## config.mk

```make
export PLATFORM = sky130hd
export DESIGN_NAME = vec_issue_sequencer_flat
export DESIGN_NICKNAME = d
export VERILOG_FILES = /design/src/rtl/vec_pkg.sv /design/src/rtl/vec_issue_sequencer_if.sv /design/src/rtl/vec_scoreboard.sv /design/src/rtl/vec_issue_sequencer.sv /design/src/flat_wrapper.sv
export SDC_FILE = /design/constraint.sdc
export NUM_CORES = 1
export LEC_CHECK = 0
export CAP_MARGIN = 20
export CORE_MARGIN = 3
export CORE_UTILIZATION = 55
export DETAILED_ROUTE_END_ITERATION = 6
export DONT_BUFFER_PORTS = 1
export PLACE_DENSITY = 0.67
export SYNTH_ARGS = -nofsm -noshare
export SYNTH_HDL_FRONTEND = slang
export SYNTH_SLANG_ARGS = --single-unit
```

## constraint.sdc

```tcl
create_clock -name clock -period 6.8 [get_ports clock]
set_input_delay 0.34 -clock clock [delete_from_list [all_inputs] [get_ports clock]]
set_output_delay 0.34 -clock clock [all_outputs]
set_load 0.02 [all_outputs]
```

## src/rtl/vec_pkg.sv

```systemverilog
// Shared types for the vector issue sequencer.
// Op codes, funct6 values, mem FSM states and hazard helpers.
package vec_pkg;

  typedef enum logic [1:0] {
    OP_ARI   = 2'd0,
    OP_LOAD  = 2'd1,
    OP_STORE = 2'd2,
    OP_RSVD  = 2'd3
  } vop_e;

  typedef enum logic [1:0] {
    MEM_IDLE = 2'd0,
    MEM_REQ  = 2'd1,
    MEM_WAIT = 2'd2
  } mem_st_e;

  localparam logic [5:0] FNC6_VADD   = 6'b000000;
  localparam logic [5:0] FNC6_VFMIN  = 6'b000100;
  localparam logic [5:0] FNC6_VFMAX  = 6'b000110;
  localparam logic [5:0] FNC6_VFMUL  = 6'b100100;
  localparam logic [5:0] FNC6_VFMADD = 6'b101000;
  localparam logic [5:0] FNC6_VFMACC = 6'b101100;

  // Fused multiply-add forms use vd as a third source.
  function automatic logic reads_vd(input logic [5:0] fn6);
    return (fn6 == FNC6_VFMADD) || (fn6 == FNC6_VFMACC);
  endfunction

endpackage

```

## src/rtl/vec_issue_sequencer_if.sv

```systemverilog
// Decode, FPU, LSU and VRF-port signals of the issue sequencer.
// master is the sequencer side, slave the surrounding tile.
interface vec_issue_sequencer_if #(
  parameter int XLEN = 32
);
  logic            io_req_valid;
  logic            io_req_ready;
  logic [1:0]      io_req_op;
  logic [5:0]      io_req_fn6;
  logic [4:0]      io_req_vd;
  logic [4:0]      io_req_vs1;
  logic [4:0]      io_req_vs2;
  logic [XLEN-1:0] io_req_addr;

  logic            io_fpu_valid;
  logic [5:0]      io_fpu_fn6;
  logic [4:0]      io_fpu_vd;
  logic [4:0]      io_fpu_vs1;
  logic [4:0]      io_fpu_vs2;

  logic            io_mem_req_valid;
  logic            io_mem_req_ready;
  logic            io_mem_req_store;
  logic [XLEN-1:0] io_mem_req_addr;
  logic [4:0]      io_mem_req_vreg;
  logic            io_mem_resp_valid;
  logic            io_mem_resp_ready;

  logic            io_vrf_wen;
  logic [4:0]      io_vrf_waddr;
  logic            io_vrf_wsel;
  logic            io_misaligned;
  logic            io_busy;

  modport master (
    input  io_req_valid, io_req_op, io_req_fn6,
    input  io_req_vd, io_req_vs1, io_req_vs2,
    input  io_req_addr,
    output io_req_ready,
    output io_fpu_valid, io_fpu_fn6, io_fpu_vd,
    output io_fpu_vs1, io_fpu_vs2,
    output io_mem_req_valid, io_mem_req_store,
    output io_mem_req_addr, io_mem_req_vreg,
    input  io_mem_req_ready,
    input  io_mem_resp_valid,
    output io_mem_resp_ready,
    output io_vrf_wen, io_vrf_waddr, io_vrf_wsel,
    output io_misaligned, io_busy
  );

  modport slave (
    output io_req_valid, io_req_op, io_req_fn6,
    output io_req_vd, io_req_vs1, io_req_vs2,
    output io_req_addr,
    input  io_req_ready,
    input  io_fpu_valid, io_fpu_fn6, io_fpu_vd,
    input  io_fpu_vs1, io_fpu_vs2,
    input  io_mem_req_valid, io_mem_req_store,
    input  io_mem_req_addr, io_mem_req_vreg,
    output io_mem_req_ready,
    output io_mem_resp_valid,
    input  io_mem_resp_ready,
    input  io_vrf_wen, io_vrf_waddr, io_vrf_wsel,
    input  io_misaligned, io_busy
  );

endinterface

```

## src/rtl/vec_scoreboard.sv

```systemverilog
// Per-vreg busy bits with three lookup ports.
// A set and a clear hitting the same bit resolve to set.
module vec_scoreboard
  import vec_pkg::*;
#(
  parameter int NUM_VREGS = 32
) (
  input  logic       clk_i,
  input  logic       rst_ni,
  input  logic       set_i,
  input  logic [4:0] set_idx_i,
  input  logic       clr_a_i,
  input  logic [4:0] clr_a_idx_i,
  input  logic       clr_b_i,
  input  logic [4:0] clr_b_idx_i,
  input  logic [4:0] vs1_i,
  input  logic [4:0] vs2_i,
  input  logic [4:0] vd_i,
  output logic       vs1_busy_o,
  output logic       vs2_busy_o,
  output logic       vd_busy_o,
  output logic       any_o
);

  logic [NUM_VREGS-1:0] sb_q;
  logic [NUM_VREGS-1:0] sb_d;

  always_comb begin
    sb_d = sb_q;
    if (clr_a_i) sb_d[clr_a_idx_i] = 1'b0;
    if (clr_b_i) sb_d[clr_b_idx_i] = 1'b0;
    if (set_i)   sb_d[set_idx_i]   = 1'b1;
  end

  always_ff @(posedge clk_i or negedge rst_ni) begin
    if (!rst_ni) sb_q <= '0;
    else         sb_q <= sb_d;
  end

  // Lookups see only registered state: a retirement
  // does not unblock a request in its own cycle.
  assign vs1_busy_o = sb_q[vs1_i];
  assign vs2_busy_o = sb_q[vs2_i];
  assign vd_busy_o  = sb_q[vd_i];
  assign any_o      = |sb_q;

endmodule

```

## src/rtl/vec_issue_sequencer.sv

```systemverilog
// Vector issue sequencer: hazard check, 0-cycle FPU issue,
// LSU request FSM and VRF write-port arbitration.
module vec_issue_sequencer
  import vec_pkg::*;
#(
  parameter int NUM_VREGS   = 32,
  parameter int FPU_LATENCY = 3,
  parameter int XLEN        = 32
) (
  input logic clock,
  input logic reset_n,
  vec_issue_sequencer_if.master bus
);

  vop_e op;
  logic is_ari, is_ld, is_st, is_mem;
  logic vs1_bsy, vs2_bsy, vd_bsy, sb_any;
  logic rd_haz, wr_haz, haz;
  logic mem_free, ready, accept, aligned;
  logic fpu_go, mem_go, ld_go, mis_go;
  logic rsp_hs, ld_done;
  logic fx_v;
  logic [4:0] fx_vd;

  logic [FPU_LATENCY-1:0] dv_q;
  logic [4:0] dvd_q [FPU_LATENCY];

  mem_st_e st_q, st_d;
  logic            store_q, store_d;
  logic [XLEN-1:0] maddr_q, maddr_d;
  logic [4:0]      mvreg_q, mvreg_d;
  logic            req_v, rsp_rdy;
  logic            mis_q;

  logic       wen, wsel;
  logic [4:0] waddr;

  assign op     = vop_e'(bus.io_req_op);
  assign is_ari = (op == OP_ARI);
  assign is_ld  = (op == OP_LOAD);
  assign is_st  = (op == OP_STORE);
  assign is_mem = is_ld | is_st;

  vec_scoreboard #(
    .NUM_VREGS (NUM_VREGS)
  ) u_sb (
    .clk_i       (clock),
    .rst_ni      (reset_n),
    .set_i       (fpu_go | ld_go),
    .set_idx_i   (bus.io_req_vd),
    .clr_a_i     (fx_v),
    .clr_a_idx_i (fx_vd),
    .clr_b_i     (ld_done),
    .clr_b_idx_i (mvreg_q),
    .vs1_i       (bus.io_req_vs1),
    .vs2_i       (bus.io_req_vs2),
    .vd_i        (bus.io_req_vd),
    .vs1_busy_o  (vs1_bsy),
    .vs2_busy_o  (vs2_bsy),
    .vd_busy_o   (vd_bsy),
    .any_o       (sb_any)
  );

  always_comb begin
    rd_haz = 1'b0;
    wr_haz = 1'b0;
    unique case (1'b1)
      is_ari: begin
        rd_haz = vs1_bsy | vs2_bsy
               | (reads_vd(bus.io_req_fn6) & vd_bsy);
        wr_haz = vd_bsy;
      end
      is_ld:   wr_haz = vd_bsy;
      is_st:   rd_haz = vd_bsy;
      default: ;
    endcase
  end

  assign haz = rd_haz | wr_haz;

  assign fx_v  = dv_q[FPU_LATENCY-1];
  assign fx_vd = dvd_q[FPU_LATENCY-1];

  // FPU writeback owns the port; a load return yields to it.
  assign rsp_hs  = (st_q == MEM_WAIT) & bus.io_mem_resp_valid & ~fx_v;
  assign ld_done = rsp_hs & ~store_q;

  assign mem_free = (st_q == MEM_IDLE) | rsp_hs;
  assign ready    = reset_n & ~haz & (~is_mem | mem_free);
  assign accept   = bus.io_req_valid & ready;
  assign aligned  = (bus.io_req_addr[1:0] == 2'b00);

  assign fpu_go = accept & is_ari;
  assign mem_go = accept & is_mem & aligned;
  assign mis_go = accept & is_mem & ~aligned;
  assign ld_go  = mem_go & is_ld;

  always_ff @(posedge clock or negedge reset_n) begin
    if (!reset_n) begin
      dv_q <= '0;
      for (int i = 0; i < FPU_LATENCY; i++)
        dvd_q[i] <= '0;
    end else begin
      dv_q[0]  <= fpu_go;
      dvd_q[0] <= bus.io_req_vd;
      for (int i = 1; i < FPU_LATENCY; i++) begin
        dv_q[i]  <= dv_q[i-1];
        dvd_q[i] <= dvd_q[i-1];
      end
    end
  end

  always_comb begin
    st_d    = st_q;
    store_d = store_q;
    maddr_d = maddr_q;
    mvreg_d = mvreg_q;
    req_v   = 1'b0;
    rsp_rdy = 1'b0;
    unique case (st_q)
      MEM_IDLE: ;
      MEM_REQ: begin
        req_v = 1'b1;
        if (bus.io_mem_req_ready) st_d = MEM_WAIT;
      end
      MEM_WAIT: begin
        rsp_rdy = ~fx_v;
        if (rsp_hs) st_d = MEM_IDLE;
      end
      default: st_d = MEM_IDLE;
    endcase
    if (mem_go) begin
      st_d    = MEM_REQ;
      store_d = is_st;
      maddr_d = bus.io_req_addr >> 2;
      mvreg_d = bus.io_req_vd;
    end
  end

  always_ff @(posedge clock or negedge reset_n) begin
    if (!reset_n) begin
      st_q    <= MEM_IDLE;
      store_q <= 1'b0;
      maddr_q <= '0;
      mvreg_q <= '0;
      mis_q   <= 1'b0;
    end else begin
      st_q    <= st_d;
      store_q <= store_d;
      maddr_q <= maddr_d;
      mvreg_q <= mvreg_d;
      mis_q   <= mis_go;
    end
  end

  always_comb begin
    wen   = 1'b0;
    wsel  = 1'b0;
    waddr = '0;
    unique case (1'b1)
      fx_v: begin
        wen   = 1'b1;
        waddr = fx_vd;
      end
      ld_done: begin
        wen   = 1'b1;
        wsel  = 1'b1;
        waddr = mvreg_q;
      end
      default: ;
    endcase
  end

  assign bus.io_req_ready = ready;

  assign bus.io_fpu_valid = fpu_go;
  assign bus.io_fpu_fn6   = fpu_go ? bus.io_req_fn6 : '0;
  assign bus.io_fpu_vd    = fpu_go ? bus.io_req_vd  : '0;
  assign bus.io_fpu_vs1   = fpu_go ? bus.io_req_vs1 : '0;
  assign bus.io_fpu_vs2   = fpu_go ? bus.io_req_vs2 : '0;

  assign bus.io_mem_req_valid  = req_v;
  assign bus.io_mem_req_store  = req_v & store_q;
  assign bus.io_mem_req_addr   = req_v ? maddr_q : '0;
  assign bus.io_mem_req_vreg   = req_v ? mvreg_q : '0;
  assign bus.io_mem_resp_ready = rsp_rdy;

  assign bus.io_vrf_wen    = wen;
  assign bus.io_vrf_waddr  = waddr;
  assign bus.io_vrf_wsel   = wsel;
  assign bus.io_misaligned = mis_q;

  assign bus.io_busy = sb_any | (|dv_q) | (st_q != MEM_IDLE);

endmodule

```

## src/flat_wrapper.sv

```systemverilog
// flat-port wrapper written by rule: the top's interface ports become plain ports
module vec_issue_sequencer_flat import vec_pkg::*;
#(
  parameter int NUM_VREGS   = 32,
  parameter int FPU_LATENCY = 3,
  parameter int XLEN        = 32
)
  (clock, reset_n, bus_io_req_valid, bus_io_req_op, bus_io_req_fn6, bus_io_req_vd, bus_io_req_vs1, bus_io_req_vs2, bus_io_req_addr, bus_io_req_ready, bus_io_fpu_valid, bus_io_fpu_fn6, bus_io_fpu_vd, bus_io_fpu_vs1, bus_io_fpu_vs2, bus_io_mem_req_valid, bus_io_mem_req_store, bus_io_mem_req_addr, bus_io_mem_req_vreg, bus_io_mem_req_ready, bus_io_mem_resp_valid, bus_io_mem_resp_ready, bus_io_vrf_wen, bus_io_vrf_waddr, bus_io_vrf_wsel, bus_io_misaligned, bus_io_busy);
  vec_issue_sequencer_if #(.XLEN(XLEN)) bus_i ();
  input logic clock;
  input logic reset_n;
  input wire logic [$bits(bus_i.io_req_valid)-1:0] bus_io_req_valid;
  input wire logic [$bits(bus_i.io_req_op)-1:0] bus_io_req_op;
  input wire logic [$bits(bus_i.io_req_fn6)-1:0] bus_io_req_fn6;
  input wire logic [$bits(bus_i.io_req_vd)-1:0] bus_io_req_vd;
  input wire logic [$bits(bus_i.io_req_vs1)-1:0] bus_io_req_vs1;
  input wire logic [$bits(bus_i.io_req_vs2)-1:0] bus_io_req_vs2;
  input wire logic [$bits(bus_i.io_req_addr)-1:0] bus_io_req_addr;
  output wire logic [$bits(bus_i.io_req_ready)-1:0] bus_io_req_ready;
  output wire logic [$bits(bus_i.io_fpu_valid)-1:0] bus_io_fpu_valid;
  output wire logic [$bits(bus_i.io_fpu_fn6)-1:0] bus_io_fpu_fn6;
  output wire logic [$bits(bus_i.io_fpu_vd)-1:0] bus_io_fpu_vd;
  output wire logic [$bits(bus_i.io_fpu_vs1)-1:0] bus_io_fpu_vs1;
  output wire logic [$bits(bus_i.io_fpu_vs2)-1:0] bus_io_fpu_vs2;
  output wire logic [$bits(bus_i.io_mem_req_valid)-1:0] bus_io_mem_req_valid;
  output wire logic [$bits(bus_i.io_mem_req_store)-1:0] bus_io_mem_req_store;
  output wire logic [$bits(bus_i.io_mem_req_addr)-1:0] bus_io_mem_req_addr;
  output wire logic [$bits(bus_i.io_mem_req_vreg)-1:0] bus_io_mem_req_vreg;
  input wire logic [$bits(bus_i.io_mem_req_ready)-1:0] bus_io_mem_req_ready;
  input wire logic [$bits(bus_i.io_mem_resp_valid)-1:0] bus_io_mem_resp_valid;
  output wire logic [$bits(bus_i.io_mem_resp_ready)-1:0] bus_io_mem_resp_ready;
  output wire logic [$bits(bus_i.io_vrf_wen)-1:0] bus_io_vrf_wen;
  output wire logic [$bits(bus_i.io_vrf_waddr)-1:0] bus_io_vrf_waddr;
  output wire logic [$bits(bus_i.io_vrf_wsel)-1:0] bus_io_vrf_wsel;
  output wire logic [$bits(bus_i.io_misaligned)-1:0] bus_io_misaligned;
  output wire logic [$bits(bus_i.io_busy)-1:0] bus_io_busy;
  assign bus_i.io_req_valid = bus_io_req_valid;
  assign bus_i.io_req_op = bus_io_req_op;
  assign bus_i.io_req_fn6 = bus_io_req_fn6;
  assign bus_i.io_req_vd = bus_io_req_vd;
  assign bus_i.io_req_vs1 = bus_io_req_vs1;
  assign bus_i.io_req_vs2 = bus_io_req_vs2;
  assign bus_i.io_req_addr = bus_io_req_addr;
  assign bus_io_req_ready = bus_i.io_req_ready;
  assign bus_io_fpu_valid = bus_i.io_fpu_valid;
  assign bus_io_fpu_fn6 = bus_i.io_fpu_fn6;
  assign bus_io_fpu_vd = bus_i.io_fpu_vd;
  assign bus_io_fpu_vs1 = bus_i.io_fpu_vs1;
  assign bus_io_fpu_vs2 = bus_i.io_fpu_vs2;
  assign bus_io_mem_req_valid = bus_i.io_mem_req_valid;
  assign bus_io_mem_req_store = bus_i.io_mem_req_store;
  assign bus_io_mem_req_addr = bus_i.io_mem_req_addr;
  assign bus_io_mem_req_vreg = bus_i.io_mem_req_vreg;
  assign bus_i.io_mem_req_ready = bus_io_mem_req_ready;
  assign bus_i.io_mem_resp_valid = bus_io_mem_resp_valid;
  assign bus_io_mem_resp_ready = bus_i.io_mem_resp_ready;
  assign bus_io_vrf_wen = bus_i.io_vrf_wen;
  assign bus_io_vrf_waddr = bus_i.io_vrf_waddr;
  assign bus_io_vrf_wsel = bus_i.io_vrf_wsel;
  assign bus_io_misaligned = bus_i.io_misaligned;
  assign bus_io_busy = bus_i.io_busy;
  vec_issue_sequencer #(.NUM_VREGS(NUM_VREGS), .FPU_LATENCY(FPU_LATENCY), .XLEN(XLEN)) u_core (.clock(clock), .reset_n(reset_n), .bus(bus_i));
endmodule
```

After elaboration in Yosys (flattened, before gate mapping)
Index checks and enable logic that the tools add are counted.
Word-level totals
  output and inout port bits: 72
  logic and storage cells: 104
  bits in registers: 89
  bits of input ports: 60
Cells by class
  $lt $le $gt $ge: 8
  equal/unequal tests: 9
  muxes and demuxes: 32
  bitwise gates (word level): 32
  reductions and logical operators: 13
Operators with widths (number)
  32-bit two-way mux: 3
  32-bit AND: 2
  32-bit NOT: 2
  32-bit bitwise OR: 1
  32-bit OR reduction: 1
  5-bit by 6-bit less-than comparator with 1-bit output (second input constant): 5
  30-bit two-way mux: 1
  5-bit two-way mux: 4
  1-bit binary-select mux with 5-bit select: 3
  1-bit demux with 5-bit select: 3
  5-bit by 1-bit greater-or-equal comparator with 1-bit output (second input constant): 3
  1-bit AND: 13
  6-bit equality test (second input constant): 2
  1-bit two-way mux: 11
  5-bit case mux with 2 select lines: 1
  1-bit bitwise OR: 9
  2-bit logical NOT: 3
  2-bit two-way mux: 3
  6-bit two-way mux: 1
  2-bit case mux with 3 select lines: 1
  1-bit NOT: 5
  2-bit by 1-bit equality test with 1-bit output (second input constant): 2
  2-bit equality test (second input constant): 2
  2-bit OR reduction: 2
  9 further kinds: 11

Depth between registers and ports, before layout
Gate-level depths: netlist (run 1).
  depth after elaboration: 15
  depth in mapped cells: 11
  gate-level depth less buffers: 7

Cells and area by module
Synthesis (run 1) repeated with hierarchy kept, for this count alone.
Unflattened totals
  cell total of the unflattened synthesis: 500
  area, all modules: 5280.1 sq um
By module, submodules not included
  vec_scoreboard: sequential area each 800.8 sq um, instances 1, cells an instance 300, area each 2705.1 sq um
  vec_issue_sequencer: sequential area each 1426.4 sq um, instances 1, cells an instance 200, area each 2575.0 sq um

Least setup slack after synthesis (run 1)
Ideal clock, no wire load.
  kind: register to register
  from: reg u_core.dv_q[2]
  to: reg u_core.u_sb.sb_q[30]
  cell stages (with the launch flop): 10
  period minus slack after synthesis: 2.615 ns
  data required time: 6.666 ns
  library setup time: 0.134 ns
  path buffers: 2
  path slack: 4.185 ns
  arrival: 2.481 ns
  cells stage by stage: dfrtp_1 -> clkbuf_1 -> nor3b_1 -> and3b_1 -> clkbuf_1 -> nand2_1 -> nor2_1 -> a21oi_1 -> a31oi_1 -> o31ai_1
On the way
  word-level cells in the longest chain between the ends: 11
  elaborated cells between the ends (all ways): 17
  classes of those cells: mux (3); bitwise (14)
RTL lines
  from (decl): RTL line vec_issue_sequencer.sv:25  | logic [FPU_LATENCY-1:0] dv_q;
  from (signal, indexed assignment): RTL line vec_issue_sequencer.sv:107  | dv_q[i] <= dv_q[i-1];
  1-bit NOT: RTL line vec_issue_sequencer.sv:85  | assign rsp_hs = (st_q == MEM_WAIT) & bus.io_mem_resp_valid & ~fx_v;
  1-bit AND: RTL line vec_issue_sequencer.sv:85
  1-bit bitwise OR: RTL line vec_issue_sequencer.sv:88  | assign mem_free = (st_q == MEM_IDLE) | rsp_hs;
  1-bit bitwise OR: RTL line vec_issue_sequencer.sv:89  | assign ready = reset_n & ~haz & (~is_mem | mem_free);
  1-bit AND: RTL line vec_issue_sequencer.sv:89
  1-bit AND: RTL line vec_issue_sequencer.sv:90  | assign accept = bus.io_req_valid & ready;
  1-bit AND (2 in a row): RTL line vec_issue_sequencer.sv:94  | assign mem_go = accept & is_mem & aligned;
  1-bit AND: RTL line vec_issue_sequencer.sv:96  | assign ld_go = mem_go & is_ld;
  1-bit bitwise OR: RTL line vec_issue_sequencer.sv:49  | .set_i (fpu_go | ld_go),
  32-bit two-way mux *: RTL line vec_scoreboard.sv:32  | if (set_i) sb_d[set_idx_i] = 1'b1;
  net u_core.u_sb.sb_d[30]: RTL line vec_scoreboard.sv:26  | logic [NUM_VREGS-1:0] sb_d;
  to (signal assigned): RTL line vec_scoreboard.sv:36  | if (!rst_ni) sb_q <= '0;
  to (signal assigned): RTL line vec_scoreboard.sv:37  | else sb_q <= sb_d;
  to (decl): RTL line vec_scoreboard.sv:25  | logic [NUM_VREGS-1:0] sb_q;
The timed path passes the listed nets; every way through them passes the cells marked *.
A chain may end at the register's enable or synchronous reset.

Final worst setup path (run 1)
  from: reg u_core.dv_q[2]
  to: reg u_core.u_sb.sb_q[2]
The elaborated chain is that of the path after synthesis.

==> results.cfg, run 1 <==
[run_status]
outcome = complete, no violations

[cells_and_area]
layout-drive-gt1-share = 0.1319
nNetsFinal = 619
fillerInstances = 880
register_area_mm2 = 0.002227
multi_input_area_mm2 = 0.003129
most-common-layout-cells = dfrtp_1 (89), mux2i_1 (40), and2_1 (38)
area_growth_pct = 3.204
final_common_cell = dfrtp_1
fin_cells = 694
antenna_cells = 0
post-route-util = 0.5938

[routing]
wl_met3_um = 1418
drtPass1Iterations = 5
wl_per_cell_um = 23.63
wl_um = 16400
wl_met2_um = 7583
drcViolationCount = 0
detail_route.vias_per_cell = 6.756
wl_met1_um = 6844
vias = 4689
drt_iter0_markers = 442
top_layer = met5
final_antenna_net_count = 0

[critical_path]
cp-endpoint = u_core.u_sb.sb_q[2]
r2r_end = u_core.u_sb.sb_q[2]
crit_type = flip-flop to flip-flop
ff2ff_path_depth = 7
crit_buf_inv = 0
crit_path_end_kind = flip-flop
path_cells = nor3b_1, and3b_1, nand2_1, nor2_1, a21oi_1, a31oi_1, o31ai_1
critPathMaxStageDelay_ns = 0.75
critical_path_depth = 7
cp-start-kind = flip-flop
crit_required_ns = 7.01
cp_top_family = simple AND/OR/NAND/NOR gates
path_max_fanout = 11
crit_start = u_core.dv_q[2]
rr_startpoint = u_core.dv_q[2]
cp_data_arrival_time_ns = 3.43
r2r_setup_slack_ns = 3.58
slowest_stage = nor3b_1

[global_routing]
grtUsageTotal = 0.2847
grt-ovfl-total = 0
grt_start_max_net_pins = 90
antenna_found_initial = 1
grt_pass1_vias = 4671
grt_pass1_wl_um = 25620

[power_and_ir_drop]
seq_power_share = 0.525
swShare = 0.3016
p_switching_uw = 395.7
p_per_area_mw_per_mm2 = 222.9
clockPowerShare = 0.282
peakVddDrop_v = 0.0001641
cell_internal_pwr_uw = 916.0
combinationalPowerShare = 0.192
leakagePower_uw = 0.002548

[synthesis]
synth_top_area_cell = dfrtp_1
synth.area.top_cells = dfrtp_1 (39%), mux2_4 (7.6%), mux2i_1 (7.0%), and2_1 (4.2%), o31ai_1 (3.2%)
ys_seq_area_frac = 0.3906
syn-cell-area_mm2 = 0.005702
async_flop_share = 1.000
synth_edf_count = 0
ys_ff_latch = 89
synth_ff_type = dfrtp_1
synth.avg_cell_area_um2 = 9.763
synthCells = 584
synth_top_area_frac = 0.3906
ys_types = 59
ys.warnings.count = 0

[clock_tree]
clockRootBuffer = clkbuf_8
clk-insertion-delay-late_ns = 0.36
cts_sinks = 89
path_clk_slew_ns = 0.09
cts_max_level = 3
cts.path.max_buffers = 2
cts_buffers = 9
cts_setup_buffers = 0
cts_tree = yes

[placement]
finalWeightedCongestion = 0.9030
numPortBuffers = 0
dpl.cell_count = 671
dp_hpwl_um = 11020

[timing]
hold_violations = 0
max_freq_ghz = 0.3104
drv_slew = 0
finClkSkew_ns = 0.01446
worst_pin_slew_ns = 1.069
setup_viol_count_final = 0
tns_ns = 0
rsz0062_at_grt = no
fin_crit_sh = 0.4738
fin_crit_ns = 3.222
max_slew_margin = 0.2858
whs_ns = 0.08805

[worst_hold_path]
min_path_type = primary input to flip-flop
min_from = bus_io_mem_req_ready

[die]
die_height_um = 107.8
core_area_mm2 = 0.009910
ios = 132
fp.dieW_um = 107.8
start_util = 0.5754
fp.dieArea_mm2 = 0.01162
row_count = 36

[run]
max-cap-violations = 0
-- worst min path at each step --
stage	end	slack, ns	cells past startpoint
6_report	u_core.st_q[1]	0.09	2
3_3_place_gp	u_core.u_sb.sb_q[19]	0.05	0
5_1_grt	u_core.st_q[1]	0.09	2
2_1_floorplan	u_core.bus.io_misaligned	0.04	0
3_5_place_dp	u_core.u_sb.sb_q[14]	0.05	0
4_1_cts	u_core.st_q[1]	0.08	2
-- through the flow --
| stage | total power, uW | instance area [um2] | setup slack (ns) |
|---|---|---|---|
| floorplan | 882.4 | 5705 | 4.185 |
| global placement | 920.4 | 5602 | 3.751 |
| CTS | 1312 | 5884 | 3.627 |
| finish | 1312 | 5884 | 3.578 |
| global route | 1374 | 5884 | 3.357 |
| detailed placement | 928.1 | 5602 | 3.633 |
-- cell families (layout without fill, tap and decap cells) --
kind of cell | count (synthesis) | count (layout) | synth area share
flip-flops | 89 | 89 | 0.3906
AO/OA/AOI/OAI | 148 | 148 | 0.1709
multiplexers | 78 | 78 | 0.1683
adder cells (fa/ha/maj) | 3 | 3 | 0.006584
buffers and inverters | 63 | 39 | 0.06320
AND/OR/NAND/NOR | 202 | 202 | 0.1997
other | 1 | 2 | 0.0006577
-- routing by layer --
layer  track usage  up-vias
met5             0        -
li1              -     2082
met3       0.06239       55
met4        0.1226        2
met2        0.4281      281
met1        0.3957     2269
-- cells in the mapped netlist, types with 10 or more instances --
library cell,count
dfrtp_1,89
mux2i_1,40
and2_1,38
nor2_1,38
o21ai_0,35
mux2_4,29
nand2_1,28
clkbuf_1,27
a21oi_1,26
a31oi_1,24
o31ai_1,24
and3_1,23
inv_1,11
nand3_1,11
nor4_1,10
-- power by group through the flow --
stage	combinational (uW)	clock (uW)	sequential [uW]
floorplan	231	0	651
global placement	229	0	692
detailed placement	236	0	692
CTS	251	375	685
global route	274	400	700
finish	252	370	689
-- sequential cells by signal, summed over array words and instances, names as in the netlist --
name and cells:
u_core.maddr_q 30, u_core.store_q 1, u_core.u_sb.sb_q 32, u_core.dvd_q 10, u_core.fx_vd 5, u_core.st_q 2
u_core.bus.io_misaligned 1, u_core.mvreg_q 5, u_core.dv_q 3
-- what timing repair did --
action,4_1_cts,5_1_grt
resized for setup,0,0
hold endpoints to repair,94,0
hold buffers,7,0
-- worst register-to-register path, stage by stage, from the launching register on --
cell	delay [ns]
dfrtp_1	0.52
nor3b_1	0.75
and3b_1	0.63
nand2_1	0.16
nor2_1	0.58
a21oi_1	0.15
a31oi_1	0.19
o31ai_1	0.09
-- final cells by class --
type | count | area share
inverters | 11 | 0.007017
flip-flops and latches | 89 | 0.3785
well taps | 133 | 0.02828
multi-input cells | 433 | 0.5318
repair buffers | 12 | 0.02126
clock buffers | 11 | 0.02233
clock inverters | 5 | 0.01084
Note: power is estimated with default switching activity, not from simulation.
==> run 2, diff against run 1 <==
==> constraint.sdc (replaced) <==
create_clock -name clock -period 3.17 [get_ports clock]
set_input_delay 0.1585 -clock clock [delete_from_list [all_inputs] [get_ports clock]]
set_output_delay 0.1585 -clock clock [all_outputs]
set_load 0.02 [all_outputs]
==> run 2 against run 1 <==
Critical endpoint is now bus_io_fpu_vd[4]. Final area grew 6.7%. Hold slack lost 0.020 ns. Register-to-register slack lost 3.1 ns. Via count grew 3.7%. Highest routed layer is now met4. Non-clock buffer count grew 38. Sequential share of layout area shrank 2.4 points. Largest cell class unchanged. Critical path type is now flip-flop to output pin. Clock skew shrank 0.0029 ns.
==> results.cfg, run 2 (same netlist as run 1, synthesis figures left out) <==
[clock_tree]
clockRootBuffer = clkbuf_8
cts_sinks = 89
cts_buffers = 9
path_clk_slew_ns = 0.09
clk-insertion-delay-late_ns = 0.36
cts_tree = yes
cts_resized = 0
cts_setup_buffers = 0
cts_max_level = 3
cts.path.max_buffers = 2
cts_hold_repair.buffers = 39

[routing]
drt_iter0_markers = 571
wl_per_cell_um = 22.95
wl_um = 16770
detail_route.vias_per_cell = 6.651
final_antenna_net_count = 0
drtPass1Iterations = 5
vias = 4862
drcViolationCount = 0

[global_routing]
grt-ovfl-total = 0
antenna_found_initial = 0
grt_start_max_net_pins = 90
grt_use_met3 = 0.07738
grtUsageMet1 = 0.3939
grt_pass1_wl_um = 26090
top_usage_layer = met2
grt_pass1_vias = 4733
grtUsageMet2 = 0.4538
grtUsageTotal = 0.2928

[die]
ios = 132
fp.dieArea_mm2 = 0.01162
fp.dieW_um = 107.8
row_count = 36
core_area_mm2 = 0.009910
start_util = 0.5754
die_height_um = 107.8

[power_and_ir_drop]
seq_power_share = 0.520
clockPowerShare = 0.276
p_switching_uw = 843.1
cell_internal_pwr_uw = 2011
total_power_uw = 2855
p_per_area_mw_per_mm2 = 454.5
swShare = 0.2954
peakVddDrop_v = 0.0003607
combinationalPowerShare = 0.203
leakagePower_uw = 0.002728

[placement]
finalWeightedCongestion = 1.010
dp_hpwl_um = 10990
numPortBuffers = 0

[cells_and_area]
largest_reg_flops = 32
final_common_cell = dfrtp_1
layout-drive-gt1-share = 0.1338
area_growth_pct = 10.16
nNetsFinal = 657
reg_top3 = u_core.u_sb.sb_q x32, u_core.maddr_q x30, u_core.dvd_q x10
antenna_cells = 0
regMostFlops = u_core.u_sb.sb_q
most-common-layout-cells = dfrtp_1 (89), mux2i_1 (40), and2_1 (38), dlygate4sd3_1 (38), nor2_1 (37)

[critical_path]
r2r_setup_slack_ns = 0.46
crit_required_ns = 3.01
critPathMaxStageDelay_ns = 0.49
path_max_fanout = 46
cp_top_family = simple AND/OR/NAND/NOR gates
crit_path_end_kind = output pin
crit_buf_inv = 1
cp_data_arrival_time_ns = 2.80
crit_type = flip-flop to output pin
path_cells = mux4_2, nor2b_1, a21oi_1, o211ai_2, nor2_2, buf_4, and3_1
slowest_stage = mux4_2
cp-start-kind = flip-flop

[timing]
fin_crit_ns = 2.961
drv_slew = 0
worst_pin_slew_ns = 0.7942
rsz0062_at_grt = no
finClkSkew_ns = 0.01155
max_freq_ghz = 0.3377
fin_crit_sh = 0.9341
setup_viol_count_final = 0
max_slew_margin = 0.4705
tns_ns = 0
hold_violations = 0

[run_status]
outcome = complete, no violations

[worst_hold_path]
min_path_type = primary input to flip-flop

[run]
max-cap-violations = 0
[run 2: worst min-delay path, stage by stage]
cell and delay [ns]:
nand2b_1 0.07, nand3b_1 0.10, nand2_1 0.06
[run 2: power groups by stage]
stage	combinational [uW]	sequential [uW]	clock [uW]
floorplan	496	1400	0
global placement	488	1480	0
detailed placement	510	1480	0
CTS	573	1470	798
global route	629	1500	853
finish	580	1480	789
[run 2: layer usage]
metal / share of wire / wire [um] / up-vias
li1: - / - / 2162
met1: 0.39 / 6513 / 2331
met2: 0.47 / 7824 / 314
met3: 0.11 / 1798 / 55
met4: 0.038 / 637 / 0
met5: 0 / 0 / -
[run 2: worst paths after layout]
path	from	end	cells after the start
setup / recovery	u_core.u_sb.sb_q[22]	bus_io_fpu_vd[4]	7
hold / removal	bus_io_mem_resp_valid	u_core.st_q[1]	3
setup reg to reg	u_core.u_sb.sb_q[8]	u_core.maddr_q[18]	7
hold reg to reg	u_core.dvd_q[11]	u_core.dvd_q[6]	0
max in group asynchronous	reset_n	u_core.maddr_q[27]	2
min in group asynchronous	reset_n	u_core.u_sb.sb_q[17]	2
[run 2: layout make-up]
cell class,count,area (um2)
fill,792,3628
multi-input combinational,433,3129
sequential,89,2227
timing repair buffer,50,523.0
tap,133,166.4
clock buffer,11,141.4
clock inverter,4,52.55
inverter,11,41.29
[run 2: stage by stage]
step | cells | setup WS (ns) | area (um2) | hold WS, ns | util
floorplan | 585 | 0.5549 | 5705 | -0.1371 | -
global route | 731 | 0.07722 | 6281 | 0.06561 | 0.6338
finish | 731 | 0.2089 | 6281 | 0.06827 | 0.6338
global placement | 676 | 0.5594 | 5652 | -0.1334 | 0.5703
CTS | 730 | 0.2265 | 6254 | 0.02699 | 0.6311
detailed placement | 676 | 0.5162 | 5652 | -0.1334 | 0.5703
==> run 3, diff against run 2 <==
--- a/config.mk
+++ b/config.mk
@@ -6,11 +6,13 @@
 export NUM_CORES = 1
 export LEC_CHECK = 0
 export CAP_MARGIN = 20
+export CELL_PAD_IN_SITES_DETAIL_PLACEMENT = 0
+export CELL_PAD_IN_SITES_GLOBAL_PLACEMENT = 1
 export CORE_MARGIN = 3
-export CORE_UTILIZATION = 55
+export CORE_UTILIZATION = 53
 export DETAILED_ROUTE_END_ITERATION = 6
 export DONT_BUFFER_PORTS = 1
-export PLACE_DENSITY = 0.67
+export PLACE_DENSITY = 0.83
 export SYNTH_ARGS = -nofsm -noshare
 export SYNTH_HDL_FRONTEND = slang
 export SYNTH_SLANG_ARGS = --single-unit
==> constraint.sdc (replaced) <==
create_clock -name clock -period 3.5 [get_ports clock]
set_input_delay 0.175 -clock clock [delete_from_list [all_inputs] [get_ports clock]]
set_output_delay 0.175 -clock clock [all_outputs]
set_load 0.02 [all_outputs]
==> run 3 against run 2 <==
Critical path depth did not move. Critical path type unchanged. Hold slack lost 0.035 ns. First-iteration DRC count up 1.1%. Die area up 3.6%. Final area shrank 0.88%. Sequential share of layout area increased by 0.31 points. Final cell count grew 0.14%. Core utilization down 3.6 points. Sequential cell count is the same. Via count increased by 0.12%. Largest power group unchanged. Global-route usage rose by 0.13 points. Clock skew fell by 0.0024 ns.
==> results.cfg, run 3 (same netlist as run 1, synthesis figures left out) <==
[global_routing]
grt-ovfl-total = 0
antenna_found_initial = 1
grtUsageTotal = 0.2940
grt_pass1_vias = 4759
grt_start_max_net_pins = 90
grt_pass1_wl_um = 26880

[cells_and_area]
regMostFlops = u_core.u_sb.sb_q
area_growth_pct = 9.195
final_common_cell = dfrtp_1
antenna_cells = 0
reg_top3 = u_core.u_sb.sb_q x32, u_core.maddr_q x30, u_core.dvd_q x10
final_area_mm2 = 0.006226
most-common-layout-cells = dfrtp_1 (89), mux2i_1 (40), and2_1 (38), dlygate4sd3_1 (38), nor2_1 (37)
multi_input_area_mm2 = 0.003129
fin_cells = 732
post-route-util = 0.5977
register_area_mm2 = 0.002227
layout-drive-gt1-share = 0.1326
nNetsFinal = 655
fillerInstances = 870
largest_reg_flops = 32

[clock_tree]
clockRootBuffer = clkbuf_8
cts_buffers = 9
cts.path.max_buffers = 2
cts_sinks = 89
clk-insertion-delay-late_ns = 0.37
cts_max_level = 3
cts_tree = yes
path_clk_slew_ns = 0.09

[placement]
place_area_mm2 = 0.005628
finalWeightedCongestion = 0.9070
dp_hpwl_um = 11380
dpl.cell_count = 677
numPortBuffers = 0

[routing]
wl_per_cell_um = 23.87
detail_route.vias_per_cell = 6.650
drtPass1Iterations = 5
drcViolationCount = 0
vias = 4868
final_antenna_net_count = 0
drt_iter0_markers = 577
wl_um = 17480

[critical_path]
path_cells = nand2b_1, a21o_1, a221oi_1, o211ai_2, nor2_2, buf_4, and3_1
path_max_fanout = 47
crit_path_end_kind = output pin
cp_data_arrival_time_ns = 2.87
critPathMaxStageDelay_ns = 0.52
crit_type = flip-flop to output pin
cp-start-kind = flip-flop
crit_required_ns = 3.32
slowest_stage = dfrtp_1

[power_and_ir_drop]
p_per_area_mw_per_mm2 = 407.3
peakVddDrop_v = 0.0003245
leakagePower_uw = 0.002702

[die]
row_count = 37
ios = 132
fp.dieArea_mm2 = 0.01204
start_util = 0.5474
die_height_um = 109.7
core_area_mm2 = 0.01042
fp.dieW_um = 109.7

[timing]
max_slew_margin = 0.3364
finClkSkew_ns = 0.009137
max_freq_ghz = 0.3282
whs_ns = 0.03327
fin_crit_ns = 3.047
rsz0062_at_grt = no
fin_crit_sh = 0.8706
setup_viol_count_final = 0
tns_ns = 0
drv_slew = 0
hold_violations = 0
worst_pin_slew_ns = 0.9954

[run]
max-cap-violations = 0

[run_status]
outcome = complete, no violations

[worst_hold_path]
min_path_type = primary input to flip-flop
## run 3: cell count changes in the layout (fill, tap and decap cells not counted), sizes merged
cell and change:
inv +3, buf -2, clkbuf -2, bufinv -1
## run 3: what timing repair did
| action | in CTS | in global routing |
|---|---|---|
| hold endpoints to repair | 132 | 0 |
| setup endpoints to repair | 0 | 0 |
| buffers inserted | 0 | 0 |
| hold buffers | 39 | 0 |
| resized for setup | 0 | 0 |
## run 3: worst paths after layout
| path | from | end | slack [ns] | cells past startpoint |
|---|---|---|---|---|
| worst min register to register | u_core.dvd_q[14] | u_core.dvd_q[9] | 0.35 | 0 |
| min in group asynchronous | reset_n | u_core.u_sb.sb_q[15] | 0.36 | 2 |
| max in group asynchronous | reset_n | u_core.u_sb.sb_q[27] | 2.77 | 2 |
| worst max-delay path | u_core.dv_q[2] | bus_io_fpu_vd[4] | 0.45 | 7 |
| worst min-delay path | bus_io_mem_resp_valid | u_core.st_q[1] | 0.03 | 3 |
| worst max register to register | u_core.dv_q[2] | u_core.u_sb.sb_q[0] | 0.48 | 8 |
## run 3: power by group
group          switching (uW)  internal, uW  total [uW]
Combinational             240           288         528
Clock                     398           267         665
Sequential                161          1180        1340
## run 3: through the flow
step | power [uW] | setup WS [ns]
global placement | 1784 | 0.5945
global route | 2651 | 0.2949
detailed placement | 1808 | 0.5588
floorplan | 1714 | 0.8849
finish | 2536 | 0.4529
CTS | 2525 | 0.5098
## run 3: routing by layer
layer  global-route usage  routed length (um)
met5                    0                  13
met4              0.07480                 373
met3              0.08162                1656
met2               0.4695                8332
met1               0.3962                7099
## run 3: critical path: cells and delay by family, from the launching register on
kind                   cells  cell delay [ns]
buffers and inverters      1             0.40
AND/OR/NAND/NOR            3             0.74
flip-flops                 1             0.52
AO/OA/AOI/OAI              3             0.83
## run 3: final cells by class
type	instances	area share
clock buffers	9	0.01990
clock inverters	6	0.008240
inverters	11	0.006632
multi-input cells	433	0.5026
flip-flops and latches	89	0.3577
well taps	136	0.02733
repair buffers	48	0.07757
